==> src/rtl/imem_loader_pkg.sv <==
// Shared types and constants for the instruction-memory loader.
package imem_loader_pkg;

  typedef enum logic [2:0] {
    ST_IDLE    = 3'd0,
    ST_COUNT   = 3'd1,
    ST_DATA    = 3'd2,
    ST_CHECK   = 3'd3,
    ST_RELEASE = 3'd4,
    ST_ERROR   = 3'd5
  } state_e;

  localparam int unsigned BYTES_PER_WORD = 4;

  // Largest word count a frame may carry for a given memory address width.
  function automatic int unsigned max_words(input int unsigned addr_width);
    return 32'd1 << addr_width;
  endfunction

endpackage

==> src/rtl/imem_loader_if.sv <==
// Byte-stream input and instruction-memory write bus of the loader.
interface imem_loader_if #(
  parameter int unsigned ADDR_WIDTH = 5
);
  logic [7:0]            rx_data;
  logic                  rx_valid;
  logic                  rx_ready;
  logic                  mem_we;
  logic [ADDR_WIDTH-1:0] mem_addr;
  logic [31:0]           mem_wdata;

  // Stream source / memory observer side.
  modport master (
    output rx_data, rx_valid,
    input  rx_ready, mem_we, mem_addr, mem_wdata
  );

  // Loader side.
  modport slave (
    input  rx_data, rx_valid,
    output rx_ready, mem_we, mem_addr, mem_wdata
  );
endinterface

==> src/rtl/imem_loader_byte_packer.sv <==
// Packs byte beats into big-endian 32-bit words and keeps a running XOR.
module imem_loader_byte_packer (
  input  logic        clock,
  input  logic        reset,
  input  logic        clear,
  input  logic        beat,
  input  logic [7:0]  beat_data,
  output logic [31:0] word_next,
  output logic        word_complete,
  output logic [7:0]  acc
);
  import imem_loader_pkg::*;

  localparam logic [1:0] LAST_IDX = 2'(BYTES_PER_WORD - 1);

  // Only the three most recent bytes are needed; the fourth arrives with the beat.
  logic [23:0] word_q, word_d;
  logic [1:0]  idx_q, idx_d;
  logic [7:0]  acc_q, acc_d;

  assign word_next     = {word_q, beat_data};
  assign word_complete = beat && (idx_q == LAST_IDX);
  assign acc           = acc_q;

  // Next-state for shift register, byte index and checksum accumulator.
  always_comb begin
    word_d = word_q;
    idx_d  = idx_q;
    acc_d  = acc_q;
    if (clear) begin
      word_d = '0;
      idx_d  = '0;
      acc_d  = '0;
    end else if (beat) begin
      word_d = word_next[23:0];
      idx_d  = idx_q + 2'd1;
      acc_d  = acc_q ^ beat_data;
    end
  end

  // Packer registers.
  always_ff @(posedge clock) begin
    if (reset) begin
      word_q <= '0;
      idx_q  <= '0;
      acc_q  <= '0;
    end else begin
      word_q <= word_d;
      idx_q  <= idx_d;
      acc_q  <= acc_d;
    end
  end

endmodule

==> src/rtl/imem_loader.sv <==
// Fills instruction memory from a framed byte stream while the CPU is halted,
// then pulses CPU reset when the frame checksum is good.
module imem_loader #(
  parameter int unsigned ADDR_WIDTH = 5
) (
  input  logic          clock,
  input  logic          reset,
  input  logic          start,
  imem_loader_if.slave  bus,
  output logic          halt_cpu,
  output logic          cpu_reset,
  output logic          busy,
  output logic          done,
  output logic          error
);
  import imem_loader_pkg::*;

  localparam logic [8:0]          MAX_N    = 9'(max_words(ADDR_WIDTH));
  localparam logic [ADDR_WIDTH:0] ONE_WORD = {{ADDR_WIDTH{1'b0}}, 1'b1};

  state_e                state_q, state_d;
  logic                  rx_ready_q, rx_ready_d;
  logic                  mem_we_q, mem_we_d;
  logic [ADDR_WIDTH-1:0] mem_addr_q, mem_addr_d;
  logic [31:0]           mem_wdata_q, mem_wdata_d;
  logic                  halt_q, halt_d;
  logic                  cpu_reset_q, cpu_reset_d;
  logic                  busy_q, busy_d;
  logic                  done_q, done_d;
  logic                  error_q, error_d;
  logic [ADDR_WIDTH:0]   words_left_q, words_left_d;
  logic [ADDR_WIDTH-1:0] waddr_q, waddr_d;

  logic        xfer;
  logic        pk_clear;
  logic        pk_beat;
  logic [31:0] pk_word;
  logic        pk_complete;
  logic [7:0]  pk_acc;

  assign xfer = bus.rx_valid && rx_ready_q;

  imem_loader_byte_packer u_packer (
    .clock         (clock),
    .reset         (reset),
    .clear         (pk_clear),
    .beat          (pk_beat),
    .beat_data     (bus.rx_data),
    .word_next     (pk_word),
    .word_complete (pk_complete),
    .acc           (pk_acc)
  );

  assign bus.rx_ready  = rx_ready_q;
  assign bus.mem_we    = mem_we_q;
  assign bus.mem_addr  = mem_addr_q;
  assign bus.mem_wdata = mem_wdata_q;
  assign halt_cpu      = halt_q;
  assign cpu_reset     = cpu_reset_q;
  assign busy          = busy_q;
  assign done          = done_q;
  assign error         = error_q;

  // Frame sequencing; rx_ready/busy/cpu_reset are decoded from the next state
  // so that they are registered yet line up with the state they describe.
  always_comb begin
    state_d      = state_q;
    mem_we_d     = 1'b0;
    mem_addr_d   = mem_addr_q;
    mem_wdata_d  = mem_wdata_q;
    halt_d       = halt_q;
    done_d       = done_q;
    error_d      = error_q;
    words_left_d = words_left_q;
    waddr_d      = waddr_q;
    pk_clear     = 1'b0;
    pk_beat      = 1'b0;

    case (state_q)
      ST_IDLE, ST_ERROR: begin
        if (start) begin
          state_d  = ST_COUNT;
          halt_d   = 1'b1;
          done_d   = 1'b0;
          error_d  = 1'b0;
          pk_clear = 1'b1;
        end
      end
      ST_COUNT: begin
        if (xfer) begin
          if (bus.rx_data == 8'd0 || {1'b0, bus.rx_data} > MAX_N) begin
            state_d = ST_ERROR;
            error_d = 1'b1;
          end else begin
            state_d      = ST_DATA;
            words_left_d = bus.rx_data[ADDR_WIDTH:0];
            waddr_d      = '0;
            pk_clear     = 1'b1;
          end
        end
      end
      ST_DATA: begin
        if (xfer) begin
          pk_beat = 1'b1;
          if (pk_complete) begin
            mem_we_d     = 1'b1;
            mem_wdata_d  = pk_word;
            mem_addr_d   = waddr_q;
            waddr_d      = waddr_q + 1'b1;
            words_left_d = words_left_q - ONE_WORD;
            if (words_left_q == ONE_WORD) begin
              state_d = ST_CHECK;
            end
          end
        end
      end
      ST_CHECK: begin
        if (xfer) begin
          if (bus.rx_data == pk_acc) begin
            state_d = ST_RELEASE;
          end else begin
            state_d = ST_ERROR;
            error_d = 1'b1;
          end
        end
      end
      ST_RELEASE: begin
        state_d = ST_IDLE;
        halt_d  = 1'b0;
        done_d  = 1'b1;
      end
      default: state_d = ST_IDLE;
    endcase

    rx_ready_d  = (state_d == ST_COUNT) || (state_d == ST_DATA) || (state_d == ST_CHECK);
    busy_d      = rx_ready_d || (state_d == ST_RELEASE);
    cpu_reset_d = (state_d == ST_RELEASE);
  end

  // Loader registers; reset also drops a write whose last byte lands on the reset edge.
  always_ff @(posedge clock) begin
    if (reset) begin
      state_q      <= ST_IDLE;
      rx_ready_q   <= 1'b0;
      mem_we_q     <= 1'b0;
      mem_addr_q   <= '0;
      mem_wdata_q  <= '0;
      halt_q       <= 1'b0;
      cpu_reset_q  <= 1'b0;
      busy_q       <= 1'b0;
      done_q       <= 1'b0;
      error_q      <= 1'b0;
      words_left_q <= '0;
      waddr_q      <= '0;
    end else begin
      state_q      <= state_d;
      rx_ready_q   <= rx_ready_d;
      mem_we_q     <= mem_we_d;
      mem_addr_q   <= mem_addr_d;
      mem_wdata_q  <= mem_wdata_d;
      halt_q       <= halt_d;
      cpu_reset_q  <= cpu_reset_d;
      busy_q       <= busy_d;
      done_q       <= done_d;
      error_q      <= error_d;
      words_left_q <= words_left_d;
      waddr_q      <= waddr_d;
    end
  end

endmodule

==> src/flat_wrapper.sv <==
// flat-port wrapper written by rule: the top's interface ports become plain ports
module imem_loader_flat import imem_loader_pkg::*;
#(
  parameter int unsigned ADDR_WIDTH = 5
)
  (clock, reset, start, halt_cpu, cpu_reset, busy, done, error, bus_rx_data, bus_rx_valid, bus_rx_ready, bus_mem_we, bus_mem_addr, bus_mem_wdata);
  imem_loader_if #(.ADDR_WIDTH(ADDR_WIDTH)) bus_i ();
  input  logic clock;
  input  logic reset;
  input  logic start;
  output logic halt_cpu;
  output logic cpu_reset;
  output logic busy;
  output logic done;
  output logic error;
  input wire logic [$bits(bus_i.rx_data)-1:0] bus_rx_data;
  input wire logic [$bits(bus_i.rx_valid)-1:0] bus_rx_valid;
  output wire logic [$bits(bus_i.rx_ready)-1:0] bus_rx_ready;
  output wire logic [$bits(bus_i.mem_we)-1:0] bus_mem_we;
  output wire logic [$bits(bus_i.mem_addr)-1:0] bus_mem_addr;
  output wire logic [$bits(bus_i.mem_wdata)-1:0] bus_mem_wdata;
  assign bus_i.rx_data = bus_rx_data;
  assign bus_i.rx_valid = bus_rx_valid;
  assign bus_rx_ready = bus_i.rx_ready;
  assign bus_mem_we = bus_i.mem_we;
  assign bus_mem_addr = bus_i.mem_addr;
  assign bus_mem_wdata = bus_i.mem_wdata;
  imem_loader #(.ADDR_WIDTH(ADDR_WIDTH)) u_core (.clock(clock), .reset(reset), .start(start), .bus(bus_i), .halt_cpu(halt_cpu), .cpu_reset(cpu_reset), .busy(busy), .done(done), .error(error));
endmodule
==> config.mk <==
export PLATFORM = sky130hd
export DESIGN_NAME = imem_loader_flat
export DESIGN_NICKNAME = d
export VERILOG_FILES = /design/src/rtl/imem_loader_pkg.sv /design/src/rtl/imem_loader_if.sv /design/src/rtl/imem_loader_byte_packer.sv /design/src/rtl/imem_loader.sv /design/src/flat_wrapper.sv
export SDC_FILE = /design/constraint.sdc
export NUM_CORES = 1
export LEC_CHECK = 0
export ABC_CLOCK_PERIOD_IN_PS = 3700
export CAP_MARGIN = 10
export CORE_ASPECT_RATIO = 1.4
export CORE_MARGIN = 4
export CORE_UTILIZATION = 35
export CTS_CLUSTER_DIAMETER = 50
export DETAILED_ROUTE_END_ITERATION = 7
export PLACE_DENSITY = 0.53
export SKIP_CTS_REPAIR_TIMING = 1
export SLEW_MARGIN = 20
export SYNTH_ARGS = -nofsm -noshare
export SYNTH_HDL_FRONTEND = slang
export SYNTH_SLANG_ARGS = --single-unit
==> constraint.sdc <==
create_clock -name clock -period 3.7 [get_ports clock]
set_input_delay 0.74 -clock clock [delete_from_list [all_inputs] [get_ports clock]]
set_output_delay 0.74 -clock clock [all_outputs]
set_load 0.01 [all_outputs]
==> key figures <==
Power and ir drop
  – PwrDens: 443 nW/µm²
  – Leakage power: 1.50 nW
  – Worst vdd rail ir drop: approximately 0.22 mV

Timing
  – Worst-margin pin slew: approximately 880 ps
  – Final setup fails: 0
  – RSZ-0062 raised after global routing: no
  – Fin. Hold Viols: 0
  – Worst Skew: approximately 6.1 ps
  – WHS: about 450 ps
  – Worst slew margin: 0.414
  – Slew Limit Fails: 0
  – Setup TNS Final: 0 ps
  – Fin crit share: 0.804
  – Shortest period the worst path allows: 2980 ps
  – Max Clk Rate: between 300 and 400 MHz

Floorplan
  – Die Ht: roughly 130 µm
  – DIE AREA: between 10000 and 15000 µm²
  – Ports: 56
  – Core ar.: ~10000 µm²
  – FP Rows: 43
  – Initial Util: 0.362
  – Die X-Extent: about 94 µm

Final layout
  – Layout cells sized above 1: 0.0655
  – Diode count: 0
  – Area growth, synth to finish: 26.2%
  – Most common cell after layout, fill and taps aside: nand2_1
  – Final net count: about 520
  – Commonest cells after routing, fill and taps aside: 141 x nand2_1, 92 x dfxtp_1, 76 x a21oi_1

Drt
  – Number of DRC markers in iteration 0: 216
  – Post-DR vias/cell: 4.78
  – DRC Markers: 0
  – DR pass1 iterations: 4
  – DR WL/cell: between 10 and 15 µm
  – Antenna-violating nets left: 0
  – Total routed wirelength: 8.89 mm
  – Vias: between 3000 and 4000

Synth
  – Syn Inst Count: approximately 450
  – Area contributors post-synth: dfxtp_1 51%, nand2_1 15%, a21oi_1 10%
  – Cell taking the most area after synthesis: dfxtp_1
  – Ys Warns: 0
  – Synth Register Bits: 92
  – Sequential share of the synthesized area: 0.505
  – Synth async-reset ratio: 0
  – Mapped Area: 3640 µm²
  – Syn_nets: 470
  – Synth Area per Inst: 8.03 µm²
  – Distinct cells, synth: 45
  – Top_reg_cell synth: dfxtp_1
  – EDFF count, synth: 0
  – Synth top area share: 0.505

CTS
  – Clk root buf: clkbuf_16
  – # clock sinks: between 90 and 100
  – CTS buffer count: 9
  – CTS clk-pin slew, worst paths: 70 ps
  – Later-pin clock latency in the skew report: around 340 ps
  – CTS H-Tree Depth: 3
  – Max clock buf depth: 2
  – CTS tree: yes

Min path
  – Hold Crit Class: reg -> reg
  – Worst Hold Depth: 2
  – Min-delay src: u_core.bus.mem_wdata[28]
  – Worst Hold End: u_core.bus.mem_wdata[28]

Worst setup path
  – Slowest cell on the critical path: or4_4
  – Reg-to-Reg Start: u_core.state_q[1]
  – Worst Setup End Kind: register
  – Crit path required time: between 3000 and 4000 ps
  – R2R Setup Slk: roughly 1100 ps
  – CP arrival: ~3200 ps
  – Crit start category: primary input
  – Crit-path cells: clkdlybuf4s50_1 -> or4_4 -> o21a_1 -> and4bb_4 -> nand2b_1 -> o21ai_1 -> a221oi_2
  – Worst path max stage delay: roughly 600 ps
  – Largest fanout on the critical path: 9
  – Worst reg2reg path depth: 6
  – Worst r2r dst: u_core.busy
  – Worst setup path category: in -> reg

Global routing
  – Vias in the first global route: 3013
  – Overflow after GRT: 0
  – Gr usage total: 0.155
  – First-pass GRT wire length: about 15 mm
  – Largest net degree at the start of global routing: 35
  – Initial antenna violation count: 0

Flow run
  – Max-Cap Viols: 0

Place
  – Post-DP HPWL: 6.16 mm
  – Placer Congestion: slightly above 0.8
  – Port Buffers: between 50 and 60

Status
  – Outcome: completed
kinds of logic (layout without fill, tap and decap cells):
logic type               count (synthesis)  in the layout  share of synthesized area
XOR/XNOR                                19             19                     0.0457
multiplexers                             1              1                    0.00309
adder cells (fa/ha/maj)                  4              4                     0.0137
AND/OR/NAND/NOR                        205            205                      0.242
buffers and inverters                   31             81                     0.0364
flip-flops                              92             92                      0.505
AO/OA/AOI/OAI                          102            102                      0.153
per-stage QoR:
stage	cells	setup slack, ps	utilization	total power, mW	cell area [µm²]
floorplan	454	1250	-	1.08	3640
global placement	623	423	0.426	1.12	4290
detailed placement	623	372	0.426	1.12	4290
CTS	639	729	0.457	2.07	4600
global route	639	552	0.457	2.11	4600
finish	639	724	0.457	2.04	4600
where the power goes:
group          switching [mW]  leakage (nW)  internal (mW)
Combinational          0.0561         0.602         0.0402
Sequential            0.00559         0.742          0.997
Clock                   0.391         0.153          0.548
Total                   0.452          1.50           1.58
worst max-delay path: cells and delay by family:
kind / cells / cell delay (ps)
AOI/OAI and AO/OA: 3 / 670
buffers and inverters: 1 / 530
and+or+nand+nor: 3 / 1280
worst max-delay path by stage:
stage / start / end / slack, ps / depth (start not counted)
2_1_floorplan: bus_rx_data[0] / u_core.words_left_q[0] / 1250 / 7
3_3_place_gp: bus_rx_data[0] / u_core.words_left_q[0] / 420 / 7
3_5_place_dp: bus_rx_data[0] / u_core.words_left_q[0] / 370 / 7
4_1_cts: bus_rx_data[0] / u_core.words_left_q[0] / 730 / 7
5_1_grt: bus_rx_data[0] / u_core.words_left_q[0] / 550 / 7
6_report: bus_rx_data[0] / u_core.words_left_q[0] / 720 / 7
sequential cells by signal, summed over array words and instances, names as in the netlist:
name and flops:
u_core.bus.mem_addr 5, u_core.words_left_q 6, u_core.bus.mem_we 1, u_core.waddr_q 5, u_core.cpu_reset 1, u_core.u_packer.acc 8, u_core.u_packer.word_q 24, u_core.u_packer.idx_q 2
u_core.halt_cpu 1, u_core.error 1, u_core.bus.rx_ready 1, u_core.busy 1, u_core.bus.mem_wdata 32, u_core.state_q 3, u_core.done 1
routing by layer:
layer  GRT usage  wire length (µm)  vias to the layer above
li1            -                 -                     1601
met1       0.196              4100                     1394
met2       0.255              4400                       47
met3      0.0251               247                       11
met4      0.0765               140                        0
met5           0                 0                        -
layout make-up:
type                       count  area (µm²)
timing repair buffer          62         598
multi-input combinational    331        1670
clock inverter                 6        70.1
inverter                       3        11.3
sequential                    92        1840
clock buffer                  10         239
tap                          135         169
fill                        1024        5460
cell usage after synthesis (all sizes together), types with 2 or more instances:
cell    number
nor2        29
nand3        4
and2         2
o21a         2
a31oi        4
xor2        10
nor3         7
nand4        3
xnor2        9
clkbuf      17
ha           4
or3          4
buf         11
nand2      141
inv          3
nand2b       4
o21ai       11
dfxtp       92
nor2b        2
nor3b        2
a21oi       76
No activity file was read; power rests on OpenSTA's default activity.
